**src/rtl/fetch_unit.sv**
```systemverilog
// Instruction-fetch stage: credit-limited requests to a 1-cycle synchronous
// instruction memory, prefetch FIFO toward decode, redirect flush/restart.
module fetch_unit #(
  parameter int unsigned     XLEN       = 32,
  parameter logic [XLEN-1:0] RESET_PC   = 'h100,
  parameter int unsigned     IMEM_AW    = 10,
  parameter int unsigned     FIFO_DEPTH = 4
) (
  input  logic               clk,
  input  logic               rst,
  input  logic               redirect_i,
  input  logic [XLEN-1:0]    redirect_pc_i,
  output logic               imem_req_o,
  output logic [IMEM_AW-1:0] imem_addr_o,
  input  logic [XLEN-1:0]    imem_rdata_i,
  output logic               out_valid_o,
  input  logic               out_ready_i,
  output logic [XLEN-1:0]    out_instr_o,
  output logic [XLEN-1:0]    out_pc_o
);

  localparam int unsigned PTR_W = $clog2(FIFO_DEPTH);
  localparam int unsigned CNT_W = PTR_W + 1;

  logic [XLEN-1:0]  pc_q;
  logic [XLEN-1:0]  resp_pc_q;
  logic             resp_v_q;
  logic [XLEN-1:0]  target;
  logic [XLEN-1:0]  instr_mem [FIFO_DEPTH];
  logic [XLEN-1:0]  pc_mem    [FIFO_DEPTH];
  logic [PTR_W-1:0] rd_ptr;
  logic [PTR_W-1:0] wr_ptr;
  logic [CNT_W-1:0] count;
  logic [CNT_W-1:0] occupancy;
  logic             pop;
  logic             push;
  logic             issue;
  logic             unused_target_lsbs;

  assign target             = {redirect_pc_i[XLEN-1:2], 2'b00};
  assign unused_target_lsbs = ^redirect_pc_i[1:0];

  assign out_valid_o = (count != '0);
  assign pop         = out_valid_o & out_ready_i;
  // A response arriving during a redirect belongs to the killed stream.
  assign push        = resp_v_q & ~redirect_i;

  // Buffered plus in-flight entries after this cycle's pop; issuing only
  // below capacity guarantees every returning response finds a free slot.
  assign occupancy = count + CNT_W'(resp_v_q) - CNT_W'(pop);
  assign issue     = occupancy < CNT_W'(FIFO_DEPTH);

  always_comb begin
    imem_req_o  = 1'b0;
    imem_addr_o = pc_q[IMEM_AW+1:2];
    if (!rst) begin
      if (redirect_i) begin
        imem_req_o  = 1'b1;
        imem_addr_o = target[IMEM_AW+1:2];
      end else begin
        imem_req_o  = issue;
      end
    end
  end

  assign out_instr_o = out_valid_o ? instr_mem[rd_ptr] : '0;
  assign out_pc_o    = out_valid_o ? pc_mem[rd_ptr]    : '0;

  always_ff @(posedge clk) begin
    if (rst) begin
      pc_q      <= RESET_PC;
      resp_v_q  <= 1'b0;
      resp_pc_q <= '0;
      count     <= '0;
      rd_ptr    <= '0;
      wr_ptr    <= '0;
    end else if (redirect_i) begin
      pc_q      <= target + XLEN'(4);
      resp_v_q  <= 1'b1;
      resp_pc_q <= target;
      count     <= '0;
      rd_ptr    <= '0;
      wr_ptr    <= '0;
    end else begin
      if (issue) begin
        pc_q      <= pc_q + XLEN'(4);
        resp_pc_q <= pc_q;
      end
      resp_v_q <= issue;
      count    <= count + CNT_W'(push) - CNT_W'(pop);
      wr_ptr   <= wr_ptr + PTR_W'(push);
      rd_ptr   <= rd_ptr + PTR_W'(pop);
    end
  end

  always_ff @(posedge clk) begin
    if (!rst && push) begin
      instr_mem[wr_ptr] <= imem_rdata_i;
      pc_mem[wr_ptr]    <= resp_pc_q;
    end
  end

endmodule

```
**config.mk**
```make
export PLATFORM = sky130hd
export DESIGN_NAME = fetch_unit
export DESIGN_NICKNAME = d
export VERILOG_FILES = /design/src/rtl/fetch_unit.sv
export SDC_FILE = /design/constraint.sdc
export NUM_CORES = 1
export LEC_CHECK = 0
export CORE_ASPECT_RATIO = 0.7
export CORE_MARGIN = 2
export CORE_UTILIZATION = 45
export DETAILED_ROUTE_END_ITERATION = 12
export GPL_ROUTABILITY_DRIVEN = 0
export GPL_TIMING_DRIVEN = 0
export PLACE_DENSITY = 0.66
export SETUP_SLACK_MARGIN = 0.2
export SYNTH_ARGS = -nofsm -noshare
export SYNTH_HDL_FRONTEND = slang
export SYNTH_SLANG_ARGS = --single-unit
```
**constraint.sdc**
```tcl
create_clock -name clk -period 9.5 [get_ports clk]
set_input_delay 1.9 -clock clk [delete_from_list [all_inputs] [get_ports clk]]
set_output_delay 1.9 -clock clk [all_outputs]
set_load 0.02 [all_outputs]
```
Yosys cells after proc, flatten, opt, wreduce, memory -nomap -nowiden
Memory sizes are Yosys's and may differ from the RTL's. A register that Yosys moved wholly into a read port is not among the register bits.
Index checks and enable logic that the tools add are counted.
{ "classes": {"n_addsub": 8, "order_cmp": 1, "n_mux": 14, "bitwise": 3, "n_reduce_logical": 5} }
{ "ops": {"columns": ["op", "count"], "rows": [
  ["$mux W32", 6],
  ["$add A32 B3 Y32 const B", 2],
  ["$mux W10", 2],
  ["$add A3 B1 Y3", 2],
  ["$sub A3 B1 Y3", 2],
  ["$add A2 B1 Y2", 2],
  ["$mux W1", 4],
  ["$mux W2", 2],
  ["$lt A3 B3 Y1 const B", 1],
  ["$reduce_bool A3 Y1", 1],
  ["$and A1 B1 Y1", 2],
  ["$reduce_bool A2 Y1", 1],
  ["$reduce_or A2 Y1", 1],
  ["$logic_and A1 B1 Y1", 1],
  ["$logic_not A1 Y1", 1],
  ["$not A1 Y1", 1]
]} }
{ "totals": {"register_bits": 72, "mem_bits_rw": 256, "output_inout_bits": 76, "mem_count": 2} }
{ "memory_table": {"columns": ["memory", "words", "word_bits", "rd", "rd_clocked_by_memory_dff", "write_ports", "line", "text"], "rows": [
  ["instr_mem", 4, 32, 1, 1, 1, "29", "logic [XLEN-1:0] instr_mem [FIFO_DEPTH];"],
  ["pc_mem", 4, 32, 1, 1, 1, "30", "logic [XLEN-1:0] pc_mem [FIFO_DEPTH];"]
]} }

Longest topological paths before layout
Gate-level depths: netlist of the first run.
{ "logic_depth": {"word_depth": 6, "mapped_depth": 13} }

Worst setup path before layout of the first run
No wires, ideal clock.
{ "synth_path": {"path_kind": "input to register", "startpoint": "input redirect_i", "endpoint": "memory instr_mem[1][0] (enable)", "arrival_ns": 7.601, "path_slack_ns": 1.327, "cell_stages": 8, "path_cell_list": "buf_6 -> buf_2 -> buf_2 -> buf_2 -> clkbuf_1 -> nor2_1 -> nand2_1 -> nor3b_1"} }
{ "synth_via": {"elab_chain_cells": 5} }
{ "synth_lines": {"columns": ["element", "line", "text"], "rows": [
  ["from (decl)", "11", "input logic redirect_i,"],
  ["$not A1 Y1", "46", "assign push = resp_v_q & ~redirect_i;"],
  ["$and A1 B1 Y1", "46", null],
  ["$logic_and A1 B1 Y1", "97", "if (!rst && push) begin"],
  ["$mux W1", "97", null],
  ["$mux W1 (implied by the code)", "98", "instr_mem[wr_ptr] <= imem_rdata_i;"],
  ["to (decl)", "29", null]
]} }
Every way passes these cells.

Worst setup path after layout of the first run
{ "layout_path": {"startpoint": "input out_ready_i", "endpoint": "output imem_req_o"} }
{ "layout_via": {"elab_chain_cells": 5} }
{ "layout_lines": {"columns": ["element", "line", "text"], "rows": [
  ["from (decl)", "17", "input logic out_ready_i,"],
  ["$and A1 B1 Y1", "44", "assign pop = out_valid_o & out_ready_i;"],
  ["$sub A3 B1 Y3", "50", "assign occupancy = count + CNT_W'(resp_v_q) - CNT_W'(pop);"],
  ["$lt A3 B3 Y1", "51", "assign issue = occupancy < CNT_W'(FIFO_DEPTH);"],
  ["$mux W1", "57", "if (redirect_i) begin"],
  ["$mux W1", null, null],
  ["to (decl)", "13", "output logic imem_req_o,"]
]} }
Every way passes these cells.

==> results.ini, run 1 <==
[cts]
cts-htree-levels = 1
post_cts_resized = 0
cts.clk_slew.worst_paths_ns = 0.07
cts_tree = done
cts_hold_buffers = 0
cts_buffers = 29
insertion_delay_ns = 0.56
postCtsSetupBuffers = 0
cts_root_buffer = clkbuf_16
cts.sinks = 316
cts.path.max_buffers = 3

[worst_hold_path]
hold_path_class = reg2reg

[worst_setup_path]
ff2ff_setup_slack_ns = 4.88
required_ns = 7.60
reg2reg_to = pc_q[29]
crit_fanout = 5
setup.worst_path.end = imem_req_o
critPathLaunchType = primary input
startpoint = out_ready_i
endpoint_kind = output pin
worstPathArrival_ns = 5.44
worstSetupPathType = in2out
r2r_start = count[0]
rr_worst_depth = 12

[floorplan]
ios = 144
initial_core_util_pct = 46.2
core_area_sq_um = 29100
fp-row-count = 52
die_y_um = 149
die_area_sq_um = 31300
die_x_um = 211

[route]
post_drt_wl_per_cell_um = 21.8
drtIter0Drc = 659
vias = 8286
routed_wl_um = 32100
dr.pass1.iters = 5
viasPerCell = 5.61
drc = 0
ant_nets = 0

[timing]
setup_slack_ns = 2.16
finalCriticalPeriod_ns = 7.34
skew_ns = 0.00903
slew_viol_final = 0
tightest_slew_ns = 1.05
fmax_ghz = 0.136
fin_crit_sh_pct = 77.3
rsz0062_at_grt = no
maxSlewHeadroom_pct = 29.5
setup-tns-final_ns = 0
hold_viol = 0
holdWs_ns = 0.463
final-setup-viol-count = 0

[yosys]
ys_ff_latch = 316
yosys_warnings = 0
syn_avg_cell_area_sq_um = 15.2
synth-edff-count = 248
postSynth.asyncResetShare_pct = 0
netlist_instances = 883
yosysSeqAreaShare_pct = 65.5
synth_ff_type = edfxtp_1
synth_cell_types = 61
syn-cell-area_sq_um = 13500

[global_routing]
grt-ovfl-total = 0
first_global_vias = 8417
grt_start_max_net_pins = 35
grt_pass1_wl_um = 49700
antenna_found_initial = 0
grt_usage_pct = 20.8

[placement]
dp_slack_ns = 2.03
dp_hpwl_um = 22400
portBuffers = 138

[layout]
final_nets = 1148
area_growth_pct = 23.4
layout-drive-gt1-share_pct = 16.2
diodes = 0
regArea_sq_um = 8810
multi_input_area_sq_um = 4390
n_fill_cell = 2333

[power_and_ir_drop]
power_leakage_nw = 5.59
power_report.internal_total_mw = 2.39
pwr-share-seq_pct = 50.2
switching_share_pct = 23.5
vdd_drop_max_mv = 0.140
pwr_density_cell_nw_per_um2 = 188
power.share.combinational_pct = 10.9
clkPwrFrac_pct = 38.8
power_switching_mw = 0.734

[job]
drv_cap = 0

[outcome]
outcome = completed

## critical path: stages
cell and delay, ns:
clkdlybuf4s50_1 0.63, nand2_1 0.19, or2_2 0.33, ha_1 0.29
nand2_1 0.07, nor4_1 0.86, nor4_1 0.23, nor2_1 0.29
clkdlybuf4s50_1 0.66
## registers in the layout, summed over array words and instances (netlist names)
signal	cells
count	3
instr_mem	128
pc_mem	120
pc_q	30
rd_ptr	2
resp_pc_q	30
resp_v_q	1
wr_ptr	2
## cell usage in the layout (no fill, tap or decap), types with 19 or more instances in the layout
master             n
buf_6             19
clkbuf_16         32
dfxtp_1           68
xnor2_1           26
edfxtp_1         248
clkdlybuf4s50_1  138
mux2i_1           29
and2_1            66
nand2_1           63
nor2_1            39
clkbuf_1          35
a21oi_1           22
mux4_2            62
nand3_1           22
## layer usage
| layer | GRT usage, % | up-vias | routed length [um] |
|---|---|---|---|
| li1 | - | 3775 | - |
| met1 | 31.9 | 4215 | 15600 |
| met2 | 31.0 | 250 | 14000 |
| met3 | 4.33 | 46 | 1960 |
| met4 | 3.70 | 0 | 533 |
| met5 | 0 | - | 0 |
## final cells by class
class                   instances  area share, %
flip-flops and latches        316           53.1
multi-input cells             507           26.5
repair buffers                160           9.88
clock buffers                  41           5.27
well taps                     378           2.85
plain buffers                  52           1.45
clock inverters                13          0.807
inverters                       9          0.204
## cell usage after synthesis, types with 2 or more instances
cell	n	area (sq um)
buf_6	3	33.8
nand3_1	22	110
xnor2_1	26	228
nand2b_1	6	37.5
nor2b_1	2	12.5
nor3_1	14	70.1
nor4_1	3	18.8
o21ai_0	17	85.1
or2_2	2	12.5
nand4b_1	5	43.8
o21a_1	6	45.0
inv_1	8	30.0
buf_2	6	30.0
clkbuf_1	30	113
nand2_1	63	236
nand4_1	7	43.8
and3_1	6	37.5
nor2_1	39	146
nor3b_1	2	15.0
a211oi_1	17	128
mux2_2	12	135
ha_1	4	50.1
nor4_2	3	37.5
nand3b_1	5	37.5
and4_1	2	17.5
a221oi_2	2	30.0
a222oi_1	2	20.0
a21o_1	2	15.0
xor2_1	16	140
o31ai_1	2	15.0
and2_1	66	413
edfxtp_1	248	7450
a21oi_1	22	110
or3_1	2	12.5
dfxtp_1	68	1360
mux2i_1	29	290
buf_1	9	33.8
buf_4	4	30.0
o211a_1	15	150
mux4_2	62	1400
a31oi_1	4	25.0
## logic make-up (layout without fill, tap and decap cells)
logic type / count (synthesis) / in the layout / synth area share [%]
compound gates: 98 / 98 / 5.23
xor+xnor: 42 / 42 / 2.73
fa+ha+maj: 5 / 5 / 0.521
buf+inv: 61 / 275 / 2.04
flops: 316 / 316 / 65.5
mux: 103 / 103 / 13.5
other cells: 1 / 2 / 0.0279
simple gates: 257 / 257 / 10.4
## power groups by stage
stage          combinational, mW  sequential (mW)  clock [mW]
2_1_floorplan              0.191             1.58           0
3_3_place_gp               0.333             1.60           0
3_5_place_dp               0.340             1.60           0
4_1_cts                    0.342             1.57        1.24
5_1_grt                    0.367             1.57        1.29
6_report                   0.341             1.57        1.21
## how the worst min path moves through the flow
| stage | to | slack (ns) | cells past startpoint | start |
|---|---|---|---|---|
| floorplan | pc_q[29] | 0.43 | 2 | pc_q[29] |
| global placement | pc_q[29] | 0.44 | 2 | pc_q[29] |
| detailed placement | pc_q[13] | 0.45 | 2 | pc_q[13] |
| CTS | pc_q[13] | 0.46 | 2 | pc_q[13] |
| global route | pc_q[14] | 0.49 | 2 | pc_q[14] |
| finish | pc_q[13] | 0.46 | 2 | pc_q[13] |
## through the flow
step	instance area [sq um]	util (%)	cells	total power, mW
after global routing	16600	56.9	1476	3.23
final	16600	56.9	1476	3.12
after global placement	15300	52.5	1400	1.93
after floorplan	13500	-	884	1.77
after detailed placement	15600	53.5	1421	1.94
after CTS	16600	56.9	1475	3.15
(Power assumes the default switching activity.)
==> inputs of run 2 (changes only) <==
clock period = 7.49 ns   (was 9.5 ns; I/O delays follow)
==> results of run 2 <==
The final DEF is identical to that of run 1. Status: completed.
Among the figures that moved: setup slack after placement 2.03 ns -> 0.820 ns; setup slack after layout 2.16 ns -> 0.952 ns; register-to-register setup slack 4.88 ns -> 2.87 ns; total power 3.12 mW -> 3.96 mW; worst IR drop on VDD 0.140 mV -> 0.177 mV
